==> config.mk <==
export PLATFORM = sky130hd
export DESIGN_NAME = scalar_operand_stage_flat
export DESIGN_NICKNAME = d
export VERILOG_FILES = /design/src/rtl/scalar_operand_stage_if.sv /design/src/rtl/scalar_operand_stage.sv /design/src/flat_wrapper.sv
export SDC_FILE = /design/constraint.sdc
export NUM_CORES = 1
export LEC_CHECK = 0
export ABC_AREA = 1
export CAP_MARGIN = 10
export CORE_ASPECT_RATIO = 0.6
export CORE_UTILIZATION = 35
export CTS_BUF_LIST = sky130_fd_sc_hd__clkbuf_8
export CTS_CLUSTER_DIAMETER = 120
export DETAILED_ROUTE_END_ITERATION = 8
export HOLD_SLACK_MARGIN = 0.03
export PLACE_DENSITY = 0.68
export SLEW_MARGIN = 10
export SYNTH_ARGS = -nofsm -noshare
export SYNTH_HDL_FRONTEND = slang
export SYNTH_SLANG_ARGS = --single-unit
==> constraint.sdc <==
create_clock -name clk -period 2.15 [get_ports clk]
set_clock_uncertainty 0.1 [all_clocks]
set_input_delay 0.215 -clock clk [delete_from_list [all_inputs] [get_ports clk]]
set_output_delay 0.215 -clock clk [all_outputs]
set_load 0.03 [all_outputs]
==> src/rtl/scalar_operand_stage_if.sv <==
`default_nettype none
// ============================================================================
// Module   : scalar_operand_stage_if
// Purpose  : Bundles the ID-side instruction fields, register-file read data,
//            forwarding sources, stall/flush controls and the EX pipeline
//            register outputs of the scalar operand stage.
// Modports : master - the surrounding pipeline (drives ID/forward/control,
//                     observes EX register, stall_out and stall_count)
//            slave  - the operand stage itself
// Revision : 1.0 - initial release
// ============================================================================
interface scalar_operand_stage_if #(
    parameter int DATA_W = 32,
    parameter int ADDR_W = 5,
    parameter int CNT_W  = 16
);
    // ID stage instruction fields
    logic              in_valid;
    logic [ADDR_W-1:0] in_rs1;
    logic [ADDR_W-1:0] in_rs2;
    logic [ADDR_W-1:0] in_rd;
    logic              in_we;
    logic              in_is_load;
    // Register file read ports
    logic [DATA_W-1:0] rf_data1;
    logic [DATA_W-1:0] rf_data2;
    // Forwarding sources
    logic [DATA_W-1:0] ex_result;
    logic [ADDR_W-1:0] mem_rd;
    logic              mem_we;
    logic [DATA_W-1:0] mem_result;
    logic [ADDR_W-1:0] wb_rd;
    logic              wb_we;
    logic [DATA_W-1:0] wb_data;
    // Pipeline control
    logic              stall_in;
    logic              flush;
    logic              stall_out;
    // EX pipeline register
    logic              out_valid;
    logic [DATA_W-1:0] out_op1;
    logic [DATA_W-1:0] out_op2;
    logic [ADDR_W-1:0] out_rd;
    logic              out_we;
    logic              out_is_load;
    // Performance counter
    logic [CNT_W-1:0]  stall_count;

    modport master (
        output in_valid, in_rs1, in_rs2, in_rd, in_we, in_is_load,
        output rf_data1, rf_data2,
        output ex_result, mem_rd, mem_we, mem_result, wb_rd, wb_we, wb_data,
        output stall_in, flush,
        input  stall_out,
        input  out_valid, out_op1, out_op2, out_rd, out_we, out_is_load,
        input  stall_count
    );

    modport slave (
        input  in_valid, in_rs1, in_rs2, in_rd, in_we, in_is_load,
        input  rf_data1, rf_data2,
        input  ex_result, mem_rd, mem_we, mem_result, wb_rd, wb_we, wb_data,
        input  stall_in, flush,
        output stall_out,
        output out_valid, out_op1, out_op2, out_rd, out_we, out_is_load,
        output stall_count
    );
endinterface
`default_nettype wire

==> src/rtl/scalar_operand_stage.sv <==
`default_nettype none
// ============================================================================
// Module   : scalar_operand_stage
// Purpose  : Operand stage between the scalar register file and EX. Selects
//            each source operand from EX / MEM / WB forwarding or the register
//            file, detects load-use hazards (one bubble each), and registers
//            the result into the EX pipeline register with stall and flush.
// Ports    : clk          - system clock, rising edge
//            rst          - synchronous active-high reset
//            bus (slave)  - ID fields, RF read data, forward sources,
//                           stall_in/flush in; stall_out, EX register and
//                           stall_count out
// Revision : 1.0 - initial release
// ============================================================================
module scalar_operand_stage #(
    parameter int DATA_W = 32,
    parameter int ADDR_W = 5,
    parameter int CNT_W  = 16
) (
    input  logic                  clk,
    input  logic                  rst,
    scalar_operand_stage_if.slave bus
);

    localparam logic [CNT_W-1:0] c_cnt_max = '1;

    // ------------------------------------------------------------------
    // EX pipeline register and counter state
    // ------------------------------------------------------------------
    logic              out_valid_q,   out_valid_d;
    logic [DATA_W-1:0] out_op1_q,     out_op1_d;
    logic [DATA_W-1:0] out_op2_q,     out_op2_d;
    logic [ADDR_W-1:0] out_rd_q,      out_rd_d;
    logic              out_we_q,      out_we_d;
    logic              out_is_load_q, out_is_load_d;
    logic [CNT_W-1:0]  stall_count_q, stall_count_d;

    // ------------------------------------------------------------------
    // Per-operand forwarding (index 0 = rs1, index 1 = rs2)
    // ------------------------------------------------------------------
    logic [1:0][ADDR_W-1:0] w_rs;
    logic [1:0][DATA_W-1:0] w_rf;
    logic [1:0][DATA_W-1:0] w_fwd;
    logic [1:0]             w_ex_match;
    logic                   w_ex_fwd_ok;
    logic                   w_load_use;
    logic                   w_stall_out;

    assign w_rs = {bus.in_rs2, bus.in_rs1};
    assign w_rf = {bus.rf_data2, bus.rf_data1};

    // A load in EX has no result yet, so it must never be forwarded from
    // EX; that case is covered by the load-use bubble instead.
    assign w_ex_fwd_ok = out_valid_q & out_we_q & ~out_is_load_q;

    generate
        for (genvar gi = 0; gi < 2; gi++) begin : g_fwd
            assign w_ex_match[gi] = (out_rd_q == w_rs[gi]);

            // WB must be forwarded too: the register file only commits at
            // the clock edge, so rf_data still holds the stale value.
            assign w_fwd[gi] =
                (w_ex_fwd_ok && w_ex_match[gi])         ? bus.ex_result  :
                (bus.mem_we && (bus.mem_rd == w_rs[gi])) ? bus.mem_result :
                (bus.wb_we  && (bus.wb_rd  == w_rs[gi])) ? bus.wb_data    :
                                                           w_rf[gi];
        end
    endgenerate

    // Both sources are compared regardless of whether the opcode uses them;
    // an occasional needless bubble is cheaper than decoding operand usage.
    assign w_load_use = bus.in_valid & out_valid_q & out_is_load_q & out_we_q
                      & (|w_ex_match);

    assign w_stall_out = bus.stall_in | w_load_use;

    // ------------------------------------------------------------------
    // Next-state logic
    // ------------------------------------------------------------------
    always_comb begin
        out_valid_d   = out_valid_q;
        out_op1_d     = out_op1_q;
        out_op2_d     = out_op2_q;
        out_rd_d      = out_rd_q;
        out_we_d      = out_we_q;
        out_is_load_d = out_is_load_q;

        if (bus.flush) begin
            // Only validity is killed; payload fields simply hold.
            out_valid_d = 1'b0;
        end else if (bus.stall_in) begin
            // Hold everything.
        end else if (w_load_use) begin
            // Bubble: the ID instruction is re-presented next cycle and then
            // picks up the load data through the MEM forward path.
            out_valid_d = 1'b0;
            out_we_d    = 1'b0;
        end else begin
            out_valid_d   = bus.in_valid;
            out_op1_d     = w_fwd[0];
            out_op2_d     = w_fwd[1];
            out_rd_d      = bus.in_rd;
            out_we_d      = bus.in_we      & bus.in_valid;
            out_is_load_d = bus.in_is_load & bus.in_valid;
        end
    end

    // Saturating stall counter; counts through flush as well.
    always_comb begin
        stall_count_d = stall_count_q;
        if (w_stall_out && (stall_count_q != c_cnt_max)) begin
            stall_count_d = stall_count_q + 1'b1;
        end
    end

    // ------------------------------------------------------------------
    // State registers
    // ------------------------------------------------------------------
    always_ff @(posedge clk) begin
        if (rst) begin
            out_valid_q   <= 1'b0;
            out_op1_q     <= '0;
            out_op2_q     <= '0;
            out_rd_q      <= '0;
            out_we_q      <= 1'b0;
            out_is_load_q <= 1'b0;
            stall_count_q <= '0;
        end else begin
            out_valid_q   <= out_valid_d;
            out_op1_q     <= out_op1_d;
            out_op2_q     <= out_op2_d;
            out_rd_q      <= out_rd_d;
            out_we_q      <= out_we_d;
            out_is_load_q <= out_is_load_d;
            stall_count_q <= stall_count_d;
        end
    end

    // ------------------------------------------------------------------
    // Outputs
    // ------------------------------------------------------------------
    assign bus.stall_out   = w_stall_out;
    assign bus.out_valid   = out_valid_q;
    assign bus.out_op1     = out_op1_q;
    assign bus.out_op2     = out_op2_q;
    assign bus.out_rd      = out_rd_q;
    assign bus.out_we      = out_we_q;
    assign bus.out_is_load = out_is_load_q;
    assign bus.stall_count = stall_count_q;

endmodule
`default_nettype wire

==> src/flat_wrapper.sv <==
// flat-port wrapper written by rule: the top's interface ports become plain ports
module scalar_operand_stage_flat 
#(
    parameter int DATA_W = 32,
    parameter int ADDR_W = 5,
    parameter int CNT_W  = 16
)
  (clk, rst, bus_in_valid, bus_in_rs1, bus_in_rs2, bus_in_rd, bus_in_we, bus_in_is_load, bus_rf_data1, bus_rf_data2, bus_ex_result, bus_mem_rd, bus_mem_we, bus_mem_result, bus_wb_rd, bus_wb_we, bus_wb_data, bus_stall_in, bus_flush, bus_stall_out, bus_out_valid, bus_out_op1, bus_out_op2, bus_out_rd, bus_out_we, bus_out_is_load, bus_stall_count);
  scalar_operand_stage_if #(.DATA_W(DATA_W), .ADDR_W(ADDR_W), .CNT_W(CNT_W)) bus_i ();
  input  logic clk;
  input  logic rst;
  input wire logic [$bits(bus_i.in_valid)-1:0] bus_in_valid;
  input wire logic [$bits(bus_i.in_rs1)-1:0] bus_in_rs1;
  input wire logic [$bits(bus_i.in_rs2)-1:0] bus_in_rs2;
  input wire logic [$bits(bus_i.in_rd)-1:0] bus_in_rd;
  input wire logic [$bits(bus_i.in_we)-1:0] bus_in_we;
  input wire logic [$bits(bus_i.in_is_load)-1:0] bus_in_is_load;
  input wire logic [$bits(bus_i.rf_data1)-1:0] bus_rf_data1;
  input wire logic [$bits(bus_i.rf_data2)-1:0] bus_rf_data2;
  input wire logic [$bits(bus_i.ex_result)-1:0] bus_ex_result;
  input wire logic [$bits(bus_i.mem_rd)-1:0] bus_mem_rd;
  input wire logic [$bits(bus_i.mem_we)-1:0] bus_mem_we;
  input wire logic [$bits(bus_i.mem_result)-1:0] bus_mem_result;
  input wire logic [$bits(bus_i.wb_rd)-1:0] bus_wb_rd;
  input wire logic [$bits(bus_i.wb_we)-1:0] bus_wb_we;
  input wire logic [$bits(bus_i.wb_data)-1:0] bus_wb_data;
  input wire logic [$bits(bus_i.stall_in)-1:0] bus_stall_in;
  input wire logic [$bits(bus_i.flush)-1:0] bus_flush;
  output wire logic [$bits(bus_i.stall_out)-1:0] bus_stall_out;
  output wire logic [$bits(bus_i.out_valid)-1:0] bus_out_valid;
  output wire logic [$bits(bus_i.out_op1)-1:0] bus_out_op1;
  output wire logic [$bits(bus_i.out_op2)-1:0] bus_out_op2;
  output wire logic [$bits(bus_i.out_rd)-1:0] bus_out_rd;
  output wire logic [$bits(bus_i.out_we)-1:0] bus_out_we;
  output wire logic [$bits(bus_i.out_is_load)-1:0] bus_out_is_load;
  output wire logic [$bits(bus_i.stall_count)-1:0] bus_stall_count;
  assign bus_i.in_valid = bus_in_valid;
  assign bus_i.in_rs1 = bus_in_rs1;
  assign bus_i.in_rs2 = bus_in_rs2;
  assign bus_i.in_rd = bus_in_rd;
  assign bus_i.in_we = bus_in_we;
  assign bus_i.in_is_load = bus_in_is_load;
  assign bus_i.rf_data1 = bus_rf_data1;
  assign bus_i.rf_data2 = bus_rf_data2;
  assign bus_i.ex_result = bus_ex_result;
  assign bus_i.mem_rd = bus_mem_rd;
  assign bus_i.mem_we = bus_mem_we;
  assign bus_i.mem_result = bus_mem_result;
  assign bus_i.wb_rd = bus_wb_rd;
  assign bus_i.wb_we = bus_wb_we;
  assign bus_i.wb_data = bus_wb_data;
  assign bus_i.stall_in = bus_stall_in;
  assign bus_i.flush = bus_flush;
  assign bus_stall_out = bus_i.stall_out;
  assign bus_out_valid = bus_i.out_valid;
  assign bus_out_op1 = bus_i.out_op1;
  assign bus_out_op2 = bus_i.out_op2;
  assign bus_out_rd = bus_i.out_rd;
  assign bus_out_we = bus_i.out_we;
  assign bus_out_is_load = bus_i.out_is_load;
  assign bus_stall_count = bus_i.stall_count;
  scalar_operand_stage #(.DATA_W(DATA_W), .ADDR_W(ADDR_W), .CNT_W(CNT_W)) u_core (.clk(clk), .rst(rst), .bus(bus_i));
endmodule
==> results of run 1 <==
-- flip-flops by register name (all words and copies together) (netlist names) --
signal,cells
u_core.bus.out_is_load,1
u_core.bus.out_we,1
u_core.bus.out_valid,1
u_core.bus.out_op2,32
u_core.bus.out_op1,32
u_core.bus.stall_count,16
u_core.bus.out_rd,5
-- timing repair --
item | 4_1_cts | 5_1_grt
setup buffers | 1 | 0
endpoints found under the setup margin | 1 | 10
pin swaps | 0 | 2
gates resized for setup | 7 | 8
hold endpoints to repair | 0 | 0
-- routing by layer --
metal | track usage [%] | up-vias
met1 | 41.0 | 4022
met5 | 0 | -
met2 | 46.1 | 580
met3 | 8.58 | 39
li1 | - | 4412
met4 | 7.20 | 0
-- power by group through the flow --
stage / Combinational, uW / Clock [uW] / Sequential, uW
floorplan: 602 / 0 / 2000
global placement: 1700 / 0 / 1830
detailed placement: 1710 / 0 / 1830
CTS: 1730 / 1150 / 1790
global route: 1870 / 1210 / 1800
finish: 1750 / 1120 / 1790
-- worst max-delay path by stage --
| stage | start | endpoint | slack [ns] | cells past startpoint |
|---|---|---|---|---|
| finish | u_core.bus.out_rd[3]$_SDFFE_PP0P_ | bus_stall_out | 0.11 | 10 |
| floorplan | u_core.bus.stall_count[14]$_SDFFE_PP0P_ | u_core.bus.stall_count[0]$_SDFFE_PP0P_ | 0.30 | 6 |
| detailed placement | bus_in_rs2[3] | u_core.bus.stall_count[5]$_SDFFE_PP0P_ | -0.10 | 13 |
| CTS | u_core.bus.out_rd[1]$_SDFFE_PP0P_ | bus_stall_out | 0.02 | 10 |
| global route | u_core.bus.out_rd[3]$_SDFFE_PP0P_ | bus_stall_out | -0.001 | 10 |
| global placement | bus_in_rs2[3] | u_core.bus.stall_count[2]$_SDFFE_PP0P_ | -0.05 | 13 |
-- metrics by stage --
stage	power (uW)	util (%)	cell area [um2]	worst slack (ns)
floorplan	2600	-	6730	0.295
global placement	3530	56.1	10400	-0.0463
detailed placement	3540	56.1	10400	-0.102
CTS	4670	57.2	10500	0.0168
global route	4890	57.3	10600	-0.00110
finish	4670	57.3	10600	0.114
-- kinds of logic (layout without fill, tap and decap cells) --
group           Yosys count  after routing  share of synthesized area (%)
flops                    88             88                           26.2
compound gates          105            105                           7.90
fa+ha+maj                 1              1                          0.186
buf+inv                 245            535                           14.9
xor+xnor                 18             18                           2.34
other cells               0              2                              0
simple gates            736            736                           48.5
-- critical path, stage by stage (launching register included) --
cell	delay, ns
dfxtp_4	0.40
inv_1	0.06
nand2_1	0.06
nand2_1	0.09
nor2_2	0.11
nand3_1	0.10
nand2_2	0.10
nand2_2	0.09
nand2_2	0.09
buf_12	0.12
buf_6	0.13
-- synth_stat cells (all sizes together) --
cell type,number,area (um2)
a21oi,89,445
buf,30,199
clkbuf,51,191
dfxtp,88,1760
ha,1,12.5
inv,164,616
nand2,271,1030
nand3,219,1100
nand3b,1,7.51
nand4,72,463
nor2,167,634
nor3,5,25.0
nor4,1,6.26
o21ai,11,55.1
o22ai,5,31.3
xnor2,6,52.6
xor2,12,105
-- cell type report --
class                           count  share of cell area, %
Antenna cell                        2                 0.0473
Clock buffer                        9                   1.17
Clock inverter                      7                  0.461
Inverter                          164                   5.82
Multi-Input combinational cell    860                   38.7
Sequential cell                    88                   16.8
Tap cell                          240                   2.84
Timing Repair Buffer              355                   34.2
-- layout by cell type (no fill, tap or decap), types with 12 or more instances in the layout --
cell type	n
xor2_1	12
a21oi_1	86
dfxtp_1	84
clkdlybuf4s50_1	280
nand3_1	217
nand4_1	70
nand2_1	265
nor2_1	155
inv_1	157
buf_4	54
buf_12	19
==> metrics.md, run 1 <==
| Metric | Value |
|---|---|
| Outcome | finished, final reports clean |
| Initial antenna violation count | 1 |
| Num CTS Buffers | 9 |
| HP Start | bus_in_is_load |
| Drt first pass iters | 6 |
| Worst-path clk slew | 0.10 ns |
| Cells after synthesis | 1193 |
| Power per cell area | 441 nW/um2 |
| Total gr overflow | 0 |
| CTS root buf | clkbuf_8 |
| Worst r2r src | u_core.bus.stall_count[0]$_SDFFE_PP0P_ |
| CP Class | reg2out |
| Multi-input logic area | 4100 um2 |
| Register area | 1770 um2 |
| Logic pwr share | 37.5% |
| Final hold viol count | 0 |
| # hold bufs at CTS | 0 |
| Critical Path RT | 1.84 ns |
| Nets@finish | 1673 |
| Crit path capture type | primary output |
| Vias in the first global route | 8316 |
| Total number of vias | 9053 |
| First-pass GRT wire length | 45900 um |
| R2R Path End | u_core.bus.stall_count[0]$_SDFFE_PP0P_ |
| Worst-Margin Slew | 0.513 ns |
| # fillers | 1808 |
| Max Freq | 491 MHz |
| Leakage power | 0.00496 uW |
| Switch Pwr | 1720 uW |
| Worst Path Max Fanout | 7 |
| Initial core utilization | 36.5% |
| Cell-internal power | 2940 uW |
| Inst Count DP | 1706 |
| Min-Delay Endpoint | u_core.bus.out_is_load$_SDFFE_PP0P_ |
| Post-route antenna net violation count | 0 |
| Flop pwr share | 38.5% |
| Die Y | 109 um |
| Flop-to-flop setup slack | 0.12 ns |
| Post-Route WL | 30200 um |
| Peak supply drop | 0.228 mV |
| DR iter-0 viols | 1057 |
| H-tree Lvls | 3 |
| Setup TNS after final layout | 0 ns |
| Per-cell routed wire length | 17.5 um |
| Top Metal Used | met4 |
| Startpoint types | flop |
| Pin count of the biggest net entering global routing | 73 |
| Mapped Area | 6730 um2 |
| Final setup fails | 0 |
| Post-synth net total | 1388 |
| CTS tree | built |
| Synth unique cells | 26 |
| Gpl congestion | 1.02 |
| Hpwl dp | 22400 um |
| Total core area | 18400 um2 |
| DIE AREA | 19800 um2 |
| Fraction of layout cells with a size suffix above 1 | 8.50% |
| Vias/cell | 5.25 |
| Final Max Tran Viols | 0 |
| Worst-Skew Late Latency | 0.36 ns |
| Normalized max-slew margin | 65.5% |
| Drt drc | 0 |
| CTS sink cnt | 88 |
| Die width | 181 um |
| Row count | 38 |
| Yosys Warn Count | 0 |
| Reg2Reg Depth | 7 |
| Non-Filler Instances | 1725 |
| Met2 Routed Length | 12700 um |
| Area Overhead vs Synth | 57.0% |
| Period minus WS final | 2.04 ns |
| Met1 WL | 13300 um |
| RSZ-0062 raised after global routing | true |
| Period utilisation layout | 94.7% |
| Sw Share | 36.9% |
| Synthesized flop and latch total | 88 |
| Hold depth | 3 |
| Clock tree buffer depth | 2 |
| Port bufs | 282 |
| Worst hold slack | 0.342 ns |
| Met3 WL post-DR | 3820 um |
| CP arrival | 1.72 ns |
| Max-Cap Viols | 0 |
| HP Class | in2reg |
| Syn_area_per_cell | 5.64 um2 |
| IO Pins | 283 |
| Clock Power Share | 24.0% |
| Sequential area share after synthesis | 26.2% |
| Total global-route track usage | 29.9% |
Power figures use the tool's default switching activity.
==> run 2, diff against run 1 <==
--- a/config.mk
+++ b/config.mk
@@ -9,4 +9,6 @@
 export CAP_MARGIN = 10
+export CELL_PAD_IN_SITES_DETAIL_PLACEMENT = 1
+export CELL_PAD_IN_SITES_GLOBAL_PLACEMENT = 1
 export CORE_ASPECT_RATIO = 0.6
-export CORE_UTILIZATION = 35
+export CORE_UTILIZATION = 29
 export CTS_BUF_LIST = sky130_fd_sc_hd__clkbuf_8
@@ -15,3 +17,4 @@
 export HOLD_SLACK_MARGIN = 0.03
-export PLACE_DENSITY = 0.68
+export PLACE_DENSITY_LB_ADDON = 0.1
+export REMOVE_ABC_BUFFERS = 1
 export SLEW_MARGIN = 10
==> constraint.sdc (replaced) <==
create_clock -name clk -period 2.15 [get_ports clk]
set_clock_uncertainty 0.1 [all_clocks]
set_input_delay 0.5375 -clock clk [delete_from_list [all_inputs] [get_ports clk]]
set_output_delay 0.5375 -clock clk [all_outputs]
set_load 0.03 [all_outputs]
==> run 2 against run 1 <==
  * The run now ends with negative setup slack left
  * Highest routed layer is now met5
  * Fmax fell by 7.8%
  * Sequential power barely moved
  * Clock power rose by 7%
  * Via count fell by 0.22%
  * Core utilization fell by 8.9 points
  * Global-route usage fell by 2.3 points
  * Cell area rose by 2.5%
  * Largest power group unchanged
  * Flip-flop and latch count did not move
  * Final cell count rose by 4.9%
  * Largest cell class unchanged
  * Clock-buffer cell count rose by 2
==> metrics.md, run 2 (synthesis results as in run 1) <==
| Metric | Value |
|---|---|
| Outcome | complete, but fails checks |
| Failing checks | negative setup slack |
| Die Y | 120 um (+9.7%) |
| Worst-path clk slew | 0.09 ns (about the same) |
| Worst-Margin Slew | 0.408 ns (-0.105 ns) |
| Area Overhead vs Synth | 61.0% |
| CTS root buf | clkbuf_8 |
| DR iter-0 viols | 488 (-54%) |
| Initial antenna violation count | 4 (+3) |
| Gpl congestion | 0.897 (-12%) |
| Initial core utilization | 30.1% (-6.4 points) |
| Vias in the first global route | 9130 (+9.8%) |
| Clock tree buffer depth | 2 (unchanged) |
| Final Max Tran Viols | 0 (unchanged) |
| Peak supply drop | 0.261 mV (+14%) |
| H-tree Lvls | 3 (unchanged) |
| CP Class | in2out |
| Fraction of layout cells with a size suffix above 1 | 10.3% (+1.8 points) |
| Final setup fails | 1 (+1) |
| Leakage power | 0.00540 uW (+8.8%) |
| CP arrival | 1.57 ns (-0.15 ns) |
| Drt drc | 0 (unchanged) |
| Worst Path Max Fanout | 3 (-4) |
| Die width | 199 um (+9.8%) |
| Post-route antenna net violation count | 0 (unchanged) |
| Post-Route WL | 32700 um (+8.2%) |
| Drt first pass iters | 4 (-2) |
| Final Util | 48.4% (-8.9 points) |
| Period minus WS final | 2.21 ns (+0.172 ns) |
| Total number of vias | 9033 (-0.22%) |
| HP Start | u_core.bus.out_we$_SDFFE_PP0P_ |
| Final hold viol count | 0 (unchanged) |
| # fillers | 2965 (+64%) |
| Total core area | 22400 um2 (+21%) |
| Critical path origin | bus_in_rs2[1] |
| CTS sink cnt | 88 (unchanged) |
| Most frequent cells in the layout | 262 x nand2_1, 235 x clkdlybuf4s50_1, 216 x nand3_1 |
| DIE AREA | 23900 um2 (+20%) |
| Hpwl dp | 24900 um (+11%) |
| Final WS setup | -0.0582 ns (-0.172 ns) |
| Power per cell area | 436 nW/um2 (-1.2%) |
| First-pass GRT wire length | 50800 um (+11%) |
| CTS tree | built |
| Row count | 42 (+11%) |
| RSZ-0062 raised after global routing | true |
| Vias/cell | 4.99 (-4.9%) |
| Period utilisation layout | 103% (+8.0 points) |
| Total power | 4720 uW (+1.2%) |
| Crit path capture type | primary output |
| Per-cell routed wire length | 18.1 um (+3.2%) |
| Critical Path RT | 1.51 ns (-0.33 ns) |
| Worst r2r src | u_core.bus.out_rd[0]$_SDFFE_PP0P_ |
| Commonest non-fill, non-tap cell in the layout | nand2_1 |
| Setup TNS after final layout | -0.0582 ns (-0.0582 ns) |
| Nets@finish | 1690 (+1.0%) |
| Startpoint types | input pin |
| Port bufs | 282 (unchanged) |
| Total gr overflow | 0 (unchanged) |
| Worst-Skew Late Latency | 0.39 ns (+0.03 ns) |
| Max-Cap Viols | 0 (unchanged) |
| Max Freq | 453 MHz (-7.8%) |
| HP Class | reg2reg |
| Total global-route track usage | 27.6% (-2.3 points) |
| Setup WS pre-CTS | -0.471 ns (-0.369 ns) |
| IO Pins | 283 (unchanged) |
| Num CTS Buffers | 9 (unchanged) |
| Normalized max-slew margin | 72.5% (+7.0 points) |
| Pin count of the biggest net entering global routing | 48 (-34%) |
[run 2: cell types whose count changed in the layout (fill, tap and decap cells not counted), sizes merged, moves of 2 or more]
cell,previous run,this run
clkdlybuf4s50,280,235
dlygate4sd2,0,27
buf,74,92
dlymetal6s2s,1,15
clkdlybuf4s15,0,3
clkbuf,9,11
clkinv,2,4
clkinvlp,3,1
inv,166,164
[run 2: layer usage]
| layer | global-route usage, % | vias to the layer above | part of all wire, % | wire (um) |
|---|---|---|---|---|
| li1 | - | 4445 | - | - |
| met1 | 37.0 | 4267 | 46 | 15000 |
| met2 | 44.4 | 287 | 45 | 14700 |
| met3 | 6.63 | 32 | 7.4 | 2430 |
| met4 | 6.49 | 2 | 1.5 | 476 |
| met5 | 0 | - | 0.040 | 13 |
[run 2: critical path, cell delays in order]
cell	delay [ns]
clkdlybuf4s15_1	0.24
inv_2	0.04
nand2_1	0.07
nand2_1	0.07
nor2_2	0.15
nand3_2	0.10
nand2_2	0.09
nand2_2	0.06
nand2_2	0.08
buf_6	0.13
[run 2: metrics by stage]
| stage | instances | hold WS [ns] | area, um2 |
|---|---|---|---|
| floorplan | 1112 | 0.505 | 6340 |
| global placement | 1789 | 0.383 | 10600 |
| detailed placement | 1789 | 0.390 | 10600 |
| CTS | 1807 | 0.412 | 10800 |
| global route | 1809 | 0.427 | 10800 |
| finish | 1809 | 0.409 | 10800 |
[run 2: worst paths after layout]
kind | end | slack (ns) | depth (start not counted)
worst min register to register | u_core.bus.out_we$_SDFFE_PP0P_ | 0.41 | 2
worst min-delay path | u_core.bus.out_we$_SDFFE_PP0P_ | 0.41 | 2
worst max register to register | u_core.bus.out_op2[29]$_SDFFE_PP0P_ | 0.25 | 13
worst max-delay path | bus_stall_out | -0.06 | 10
[run 2: cell type report]
cell class / instances / area (um2) / area share [%]
flip-flops and latches: 88 / 1780 / 16.4
well taps: 308 / 385 / 3.56
clock buffers: 11 / 151 / 1.40
diodes: 1 / 2.50 / 0.0231
inverters: 164 / 616 / 5.68
multi-input cells: 860 / 4110 / 37.9
clock inverters: 5 / 31.3 / 0.289
repair buffers: 372 / 3760 / 34.7
[run 2: power breakdown]
| group | switching (uW) | total (uW) | internal [uW] |
|---|---|---|---|
| Clock | 717 | 1200 | 481 |
| Sequential | 68.3 | 1790 | 1720 |
| Combinational | 961 | 1730 | 772 |
[run 2: timing repair]
item	4_1_cts	5_1_grt
buffers inserted	2	1
hold buffers	0	0
resized for setup	43	28
pin swaps	3	7
endpoints found under the setup margin	25	17
